[src/rtl/pipeline_ctrl.sv]
// Central stall/flush controller: per-stage stall vector, timed flush pulse and a
// valid/ready redirect PC to fetch. Optional perf counters under PIPE_CTRL_PERF_EN.
module pipeline_ctrl #(
  parameter int STAGES       = 5,
  parameter int FLUSH_CYCLES = 2,
  parameter int ADDR_WIDTH   = 32
) (
  input  logic                  clk,
  input  logic                  rst,
  input  logic [STAGES-1:0]     stall_req,
  input  logic                  flush_req,
  input  logic [ADDR_WIDTH-1:0] flush_pc,
  input  logic                  redirect_ready,
  output logic [STAGES-1:0]     stall,
  output logic                  flush,
  output logic                  redirect_valid,
  output logic [ADDR_WIDTH-1:0] redirect_pc,
`ifdef PIPE_CTRL_PERF_EN
  output logic                  busy,
  output logic [31:0]           perf_stall_cycles,
  output logic [15:0]           perf_flush_count
`else
  output logic                  busy
`endif
);

  typedef enum logic [1:0] {
    ST_IDLE     = 2'd0,
    ST_FLUSH    = 2'd1,
    ST_REDIRECT = 2'd2
  } state_t;

  localparam logic [3:0] CNT_RELOAD = 4'(FLUSH_CYCLES - 1);

  state_t                  state_r;
  state_t                  state_next_s;
  logic [3:0]              cnt_r;
  logic [3:0]              cnt_next_s;
  logic [ADDR_WIDTH-1:0]   pc_r;
  logic [ADDR_WIDTH-1:0]   pc_next_s;
  logic                    flush_r;
  logic                    redirect_valid_r;
  logic                    busy_r;
  logic [STAGES-1:0]       stall_chain_s;
  logic [STAGES-1:0]       stall_s;

  // Suffix-OR: a stall in stage k freezes every stage at or below k.
  always_comb begin
    logic acc_s;
    acc_s = 1'b0;
    stall_chain_s = {STAGES{1'b0}};
    for (int i = STAGES - 1; i >= 0; i--) begin
      acc_s = acc_s | stall_req[i];
      stall_chain_s[i] = acc_s;
    end
  end

  // Stall vector: masked while flushing and while reset is held.
  always_comb begin
    if (rst || (state_r == ST_FLUSH)) begin
      stall_s = {STAGES{1'b0}};
    end else begin
      stall_s = stall_chain_s;
    end
  end

  // Next-state logic; a new flush_req preempts FLUSH and REDIRECT alike.
  always_comb begin
    state_next_s = state_r;
    cnt_next_s   = cnt_r;
    pc_next_s    = pc_r;
    case (state_r)
      ST_IDLE: begin
        if (flush_req) begin
          pc_next_s    = flush_pc;
          cnt_next_s   = CNT_RELOAD;
          state_next_s = ST_FLUSH;
        end else begin
          state_next_s = ST_IDLE;
        end
      end
      ST_FLUSH: begin
        if (flush_req) begin
          pc_next_s    = flush_pc;
          cnt_next_s   = CNT_RELOAD;
          state_next_s = ST_FLUSH;
        end else if (cnt_r == 4'd0) begin
          state_next_s = ST_REDIRECT;
        end else begin
          cnt_next_s   = cnt_r - 4'd1;
          state_next_s = ST_FLUSH;
        end
      end
      ST_REDIRECT: begin
        if (flush_req) begin
          pc_next_s    = flush_pc;
          cnt_next_s   = CNT_RELOAD;
          state_next_s = ST_FLUSH;
        end else if (redirect_valid_r && redirect_ready) begin
          state_next_s = ST_IDLE;
        end else begin
          state_next_s = ST_REDIRECT;
        end
      end
      default: begin
        state_next_s = ST_IDLE;
        cnt_next_s   = 4'd0;
        pc_next_s    = pc_r;
      end
    endcase
  end

  // State, counter, latched PC and registered outputs decoded from next state.
  always_ff @(posedge clk) begin
    if (rst) begin
      state_r          <= ST_IDLE;
      cnt_r            <= 4'd0;
      pc_r             <= {ADDR_WIDTH{1'b0}};
      flush_r          <= 1'b0;
      redirect_valid_r <= 1'b0;
      busy_r           <= 1'b0;
    end else begin
      state_r          <= state_next_s;
      cnt_r            <= cnt_next_s;
      pc_r             <= pc_next_s;
      flush_r          <= (state_next_s == ST_FLUSH);
      redirect_valid_r <= (state_next_s == ST_REDIRECT);
      busy_r           <= (state_next_s != ST_IDLE);
    end
  end

  assign stall          = stall_s;
  assign flush          = flush_r;
  assign redirect_valid = redirect_valid_r;
  assign redirect_pc    = pc_r;
  assign busy           = busy_r;

`ifdef PIPE_CTRL_PERF_EN
  logic [31:0] perf_stall_r;
  logic [15:0] perf_flush_r;

  // Free-running wrap-around event counters.
  always_ff @(posedge clk) begin
    if (rst) begin
      perf_stall_r <= 32'd0;
      perf_flush_r <= 16'd0;
    end else begin
      if (|stall_s) begin
        perf_stall_r <= perf_stall_r + 32'd1;
      end else begin
        perf_stall_r <= perf_stall_r;
      end
      if (flush_req) begin
        perf_flush_r <= perf_flush_r + 16'd1;
      end else begin
        perf_flush_r <= perf_flush_r;
      end
    end
  end

  assign perf_stall_cycles = perf_stall_r;
  assign perf_flush_count  = perf_flush_r;
`endif

endmodule

[config.mk]
export PLATFORM = sky130hd
export DESIGN_NAME = pipeline_ctrl
export DESIGN_NICKNAME = d
export VERILOG_FILES = /design/src/rtl/pipeline_ctrl.sv
export SDC_FILE = /design/constraint.sdc
export NUM_CORES = 1
export LEC_CHECK = 0
export ABC_AREA = 1
export BUFFER_PORTS_ARGS = -buffer_cell sky130_fd_sc_hd__buf_2
export CORE_AREA = 2 2 64 66
export DETAILED_ROUTE_END_ITERATION = 10
export DIE_AREA = 0 0 66 68
export PLACE_DENSITY = 0.75
export SLEW_MARGIN = 20
export SYNTH_ARGS = -nofsm -noshare
export SYNTH_HDL_FRONTEND = slang
export SYNTH_SLANG_ARGS = --single-unit
[constraint.sdc]
create_clock -name clk -period 1.31 [get_ports clk]
set_input_delay 0.131 -clock clk [delete_from_list [all_inputs] [get_ports clk]]
set_output_delay 0.131 -clock clk [all_outputs]
set_load 0.01 [all_outputs]
Word-level counts from Yosys, hierarchy flattened
Index checks and enable logic that the tools add are counted.
W data, S select, Z words.
{"block": "word_totals", "elab_cells": 37, "in_bits": 41, "regBits": 41, "out_inout_bits": 40}
{"block": "op_classes", "mux": 11, "n_eq_ne": 6, "n_bitwise": 4, "addsub": 1, "n_reduce_logical": 9}
{"cell": "$mux W4", "count": 3}
{"cell": "$mux W2", "count": 4}
{"cell": "$pmux W4 S2", "count": 1}
{"cell": "$pmux W2 S3", "count": 1}
{"cell": "$mux W5", "count": 1}
{"cell": "$eq A2 B1 Y1 const B", "count": 2}
{"cell": "$eq A2 B2 Y1 const B", "count": 2}
{"cell": "$logic_not A4 Y1", "count": 1}
{"cell": "$or A1 B1 Y1", "count": 4}
{"cell": "$reduce_and A2 Y1", "count": 2}
{"cell": "$sub A4 B1 Y4 const B", "count": 1}
{"cell": "$ne A3 B3 Y1 const B", "count": 1}
{"cell": "$reduce_or A3 Y1", "count": 1}
{"cell": "$logic_not A2 Y1", "count": 1}
{"cell": "$ne A2 B1 Y1 const B", "count": 1}
{"cell": "$reduce_bool A2 Y1", "count": 1}
{"cell": "$reduce_or A2 Y1", "count": 1}
{"cell": "$logic_and A1 B1 Y1", "count": 1}
{"cell": "$logic_or A1 B1 Y1", "count": 1}
{"cell": "$mux W1", "count": 1}

Longest topological paths before layout
{"block": "depth", "word_depth": 5, "ltp_mapped": 9}

Least setup slack after synthesis
OpenSTA, ideal clock, no wires.
{"block": "synth_timing", "path_kind": "register to register", "start": "register cnt_r[0]", "end": "register cnt_r[1]", "stages_incl_launch_ff": 10, "path_buffers": 0, "setup_slack_ns": 0.162, "arrival_ns": 1.035, "cell_sequence": "dfxtp_1 > inv_1 > ha_1 > inv_1 > nor2_2 > nand3_4 > nand2_2 > nand2_1 > nand2_1 > nor2_1"}
{"block": "synth_between", "elab_chain_len": 4, "elab_cells_between_ends": 7, "classes_between": "add/sub (1); eq/ne (1); mux (3); reduce/logical (2)"}
{"item": "start, declared", "line": "37", "text": "logic [3:0] cnt_r;"}
{"item": "start signal, assigned", "line": "124", "text": "cnt_r <= cnt_next_s;"}
{"item": "$sub A4 B1 Y4", "line": "90", "text": "cnt_next_s = cnt_r - 4'd1;"}
{"item": "$mux W4", "line": "87", "text": "end else if (cnt_r == 4'd0) begin"}
{"item": "$mux W4", "line": "83", "text": "if (flush_req) begin"}
{"item": "$pmux W4 S2", "line": "72", "text": "case (state_r)"}
Several ways; a longest one is shown, not always the timed one. The select of a mux whose other input is x is not followed.
A chain may end at the register's enable or synchronous reset.

Worst setup path after layout
{"block": "layout_timing", "start": "register state_r[0]", "end": "output port stall[0]"}
{"block": "layout_between", "elab_chain_len": 3}
{"item": "start, declared", "line": "35", "text": "state_t state_r;"}
{"item": "start signal, assigned", "line": "123", "text": "state_r <= state_next_s;"}
{"item": "$eq A2 B1 Y1", "line": "60", "text": "if (rst || (state_r == ST_FLUSH)) begin"}
{"item": "$logic_or A1 B1 Y1", "line": "60"}
{"item": "$mux W5", "line": "60"}
{"item": "end, declared", "line": "14", "text": "output logic [STAGES-1:0] stall,"}
Every way passes these cells.

==> out/results.tsv <==
stage	metric	value	unit
outcome	status	complete, but fails checks	
outcome	violations	setup timing	
synth	syn_area	0.001602	mm²
final_layout	num_antenna_cells	0	
floorplan	die_h	68	µm
critical_path	cpPeakStageDelay	0.33	ns
synth	synth_common_cells	nand2_1, dfxtp_1, a21oi_1	
critical_path	start_kind	register	
cts	hold_buffers	0	
critical_path	cp_common_cell	nor2_4	
detailed_routing	drc	0	
hold_path	hold_path_class	input port to register	
sta	timing.final.ws_setup	-0.1466	ns
final_layout	final_area	0.002207	mm²
critical_path	reg2reg_slack	0.09	ns
critical_path	r2r_start	cnt_r[0]$_SDFFE_PP0P_	
final_layout	nets	339	
sta	rsz0062_at_grt	yes	
sta	maxClockFrequency	686.5	MHz
detailed_routing	wl_per_cell	10.63	µm
global_routing	grt_pass1_wl	5.582	mm
place	place.gp.congestion	0.8573	
synth	synth_adder_area_share	0.7813	%
sta	finalHoldViolations	0	
detailed_routing	drtAntennaViolNets	0	
hold_path	min_from	flush_pc[30]	
global_routing	grt_max_degree	33	
pwr	p_per_area	1205	mW/mm²
critical_path	cpMaxStageDelayCell	dfxtp_2	
synth	synth_top_area_share	51.25	%
place	hpwl	2.518	mm
synth	yosys.area.top_type	dfxtp_1	
detailed_routing	wirelength	3.687	mm
critical_path	crit_buf_inv	2	
floorplan	rows	23	
cts	numClockSinks	41	
global_routing	antenna_found_initial	0	
floorplan	fp.coreArea	0.003856	mm²
cts	clkLatencyLatePin	0.28	ns
synth	synth.area.mux_share	0	%
synth	synth-compound-area-share	11.64	%
critical_path	r2r_end	cnt_r[0]$_SDFFE_PP0P_	
cts	path_clk_slew	0.07	ns
critical_path	arrival	1.33	ns
final_layout	area_growth	37.81	%
synth	synth_edf_count	0	
place	portBuffers	80	
sta	slew_headroom	75.48	%
sta	fin_hold_ws	0.08995	ns
detailed_routing	drtPass1Iterations	4	
synth	syn_area_per_cell	7.590	µm²
synth	synthTopCellsByArea	dfxtp_1, nand2_1, a21oi_1	
synth	seq_area_frac_synth	51.25	%
floorplan	die_area	0.004488	mm²
hold_path	worstHoldEndpoint	redirect_pc[30]$_SDFFE_PP0P_	
cts	clk_path_buf_depth	2	
detailed_routing	vias	1596	
pwr	vdd_drop_max	0.7732	mV
critical_path	path_class	register to output pin	
place	placed_area	0.002036	mm²
cts	cts-root-buf	clkbuf_8	
detailed_routing	drt_iter0_drc	36	
sta	tightest_slew	0.3651	ns
place	dpl.cell_count	337	
run	maxCapViolations	0	
pwr	leakagePower	1.101	nW
sta	period_minus_slack	1.457	ns
pwr	finalPower	2.659	mW
critical_path	end_kind	output pin	
synth	synth.distinct_cells	22	
sta	slew_viol_final	0	
critical_path	worst_ep_required_time	1.18	ns
final_layout	fin_cells	347	
cts	numCtsBuffers	5	
critical_path	cp_max_fo	4	
floorplan	die_width	66	µm
synth	synth_nets	253	
synth	synth_simple_gate_area_share	27.81	%
synth	synth_seq_cells	41	
critical_path	reg2reg_depth	8	
floorplan	ioPinCount	81	
floorplan	start_util	41.53	%
final_layout	layout-drive-gt1-share	39.06	%
sta	fin_crit_sh	111.2	%
synth	ys.flop_type	dfxtp_1	
cts	cts_tree	built	
hold_path	worst_hold_path.num_cells	3	
global_routing	track_usage	16.02	%
detailed_routing	viasPerCell	4.599	
synth	yosys_warnings	0	
global_routing	grt_pass1_vias	1324	
cts	htreeDepth	2	
synth	synth_cells	211	
critical_path	crit_family	simple AND/OR/NAND/NOR gates	
sta	final-setup-viol-count	5	
synth	synth-xor-area-share	0	%
synth	synth_top_family_by_area	simple AND/OR/NAND/NOR gates	
sta	fin_skew	0.005693	ns
critical_path	crit_chain	inv_2 > nor2_4 > or2_4 > nor2_4 > nor2_2 > o21ai_1 > buf_2	
synth	yosysMostFrequentCell	nand2_1	
global_routing	grt_overflow	0	
synth	async_flop_share	0	%
[layout make-up]
class | count | area (µm²)
fillers | 382 | 1649
repair buffers | 88 | 460.4
clock buffers | 7 | 86.33
multi-input cells | 145 | 705.7
well taps | 50 | 62.56
inverters | 16 | 67.56
flip-flops and latches | 41 | 824.5
[worst max path at each step]
stage	from	endpoint	slack, ns	cells past startpoint
after floorplan	cnt_r[0]$_SDFFE_PP0P_	cnt_r[1]$_SDFFE_PP0P_	0.16	9
after global placement	cnt_r[0]$_SDFFE_PP0P_	cnt_r[1]$_SDFFE_PP0P_	0.10	9
after detailed placement	cnt_r[0]$_SDFFE_PP0P_	cnt_r[0]$_SDFFE_PP0P_	0.04	8
after CTS	state_r[0]$_SDFF_PP0_	stall[0]	-0.14	7
after global routing	state_r[0]$_SDFF_PP0_	stall[0]	-0.25	7
final	state_r[0]$_SDFF_PP0_	stall[0]	-0.15	7
[layer usage]
metal	vias up	track usage (%)	part of all wire [%]
met4	0	7.398	1.1
met1	699	19.57	42
met2	56	27.27	51
li1	835	-	-
met5	-	0	0
met3	6	3.289	5.9
[report_power, final]
part           total [mW]  internal (mW)  switching (mW)
Sequential           1.37           1.33          0.0394
Combinational       0.494          0.216           0.278
Clock               0.800          0.418           0.382
[state kept, by name, indices dropped and copies added (netlist names)]
name and count:
flush 1, state_r 2, cnt_r 4, redirect_valid 1
busy 1, redirect_pc 32
[stage by stage]
step	setup TNS, ns	setup WS (ns)	utilization, %
6_report	-0.5253	-0.1466	57.24
3_5_place_dp	0	0.03810	52.79
4_1_cts	-0.4631	-0.1351	55.61
3_3_place_gp	0	0.1049	52.79
5_1_grt	-0.8802	-0.2482	57.24
2_1_floorplan	0	0.1625	-
[logic make-up after synthesis]
group	count (synthesis)
flip-flops	41
AND/OR/NAND/NOR	106
adder cells (fa/ha/maj)	1
AO/OA/AOI/OAI	37
buffers and inverters	26
[repair_timing]
| item | in CTS | in global routing |
|---|---|---|
| resized for setup | 5 | 15 |
| endpoints found under the setup margin | 5 | 38 |
| pin swaps | 3 | 4 |
| gates cloned | 0 | 1 |
| buffers inserted | 2 | 0 |
[worst reg2reg max path, cell delays in order, from the launching register on]
cell and delay [ns]:
dfxtp_2 0.34, inv_2 0.07, ha_4 0.14, inv_1 0.06, nor2_4 0.16, nand3_4 0.11, nand2_4 0.09, nand2_1 0.06
a21oi_2 0.12
[cell usage in the layout (no fill, tap or decap), drive strengths merged]
master and instances:
nand3 6, a31oi 1, dfxtp 41, o21ai 1
nand2 77, ha 1, inv 16, buf 88
nand4 2, nor3 3, clkbuf 7, a21oi 35
or2 2, nor2 17
Power figures use the tool's default switching activity.
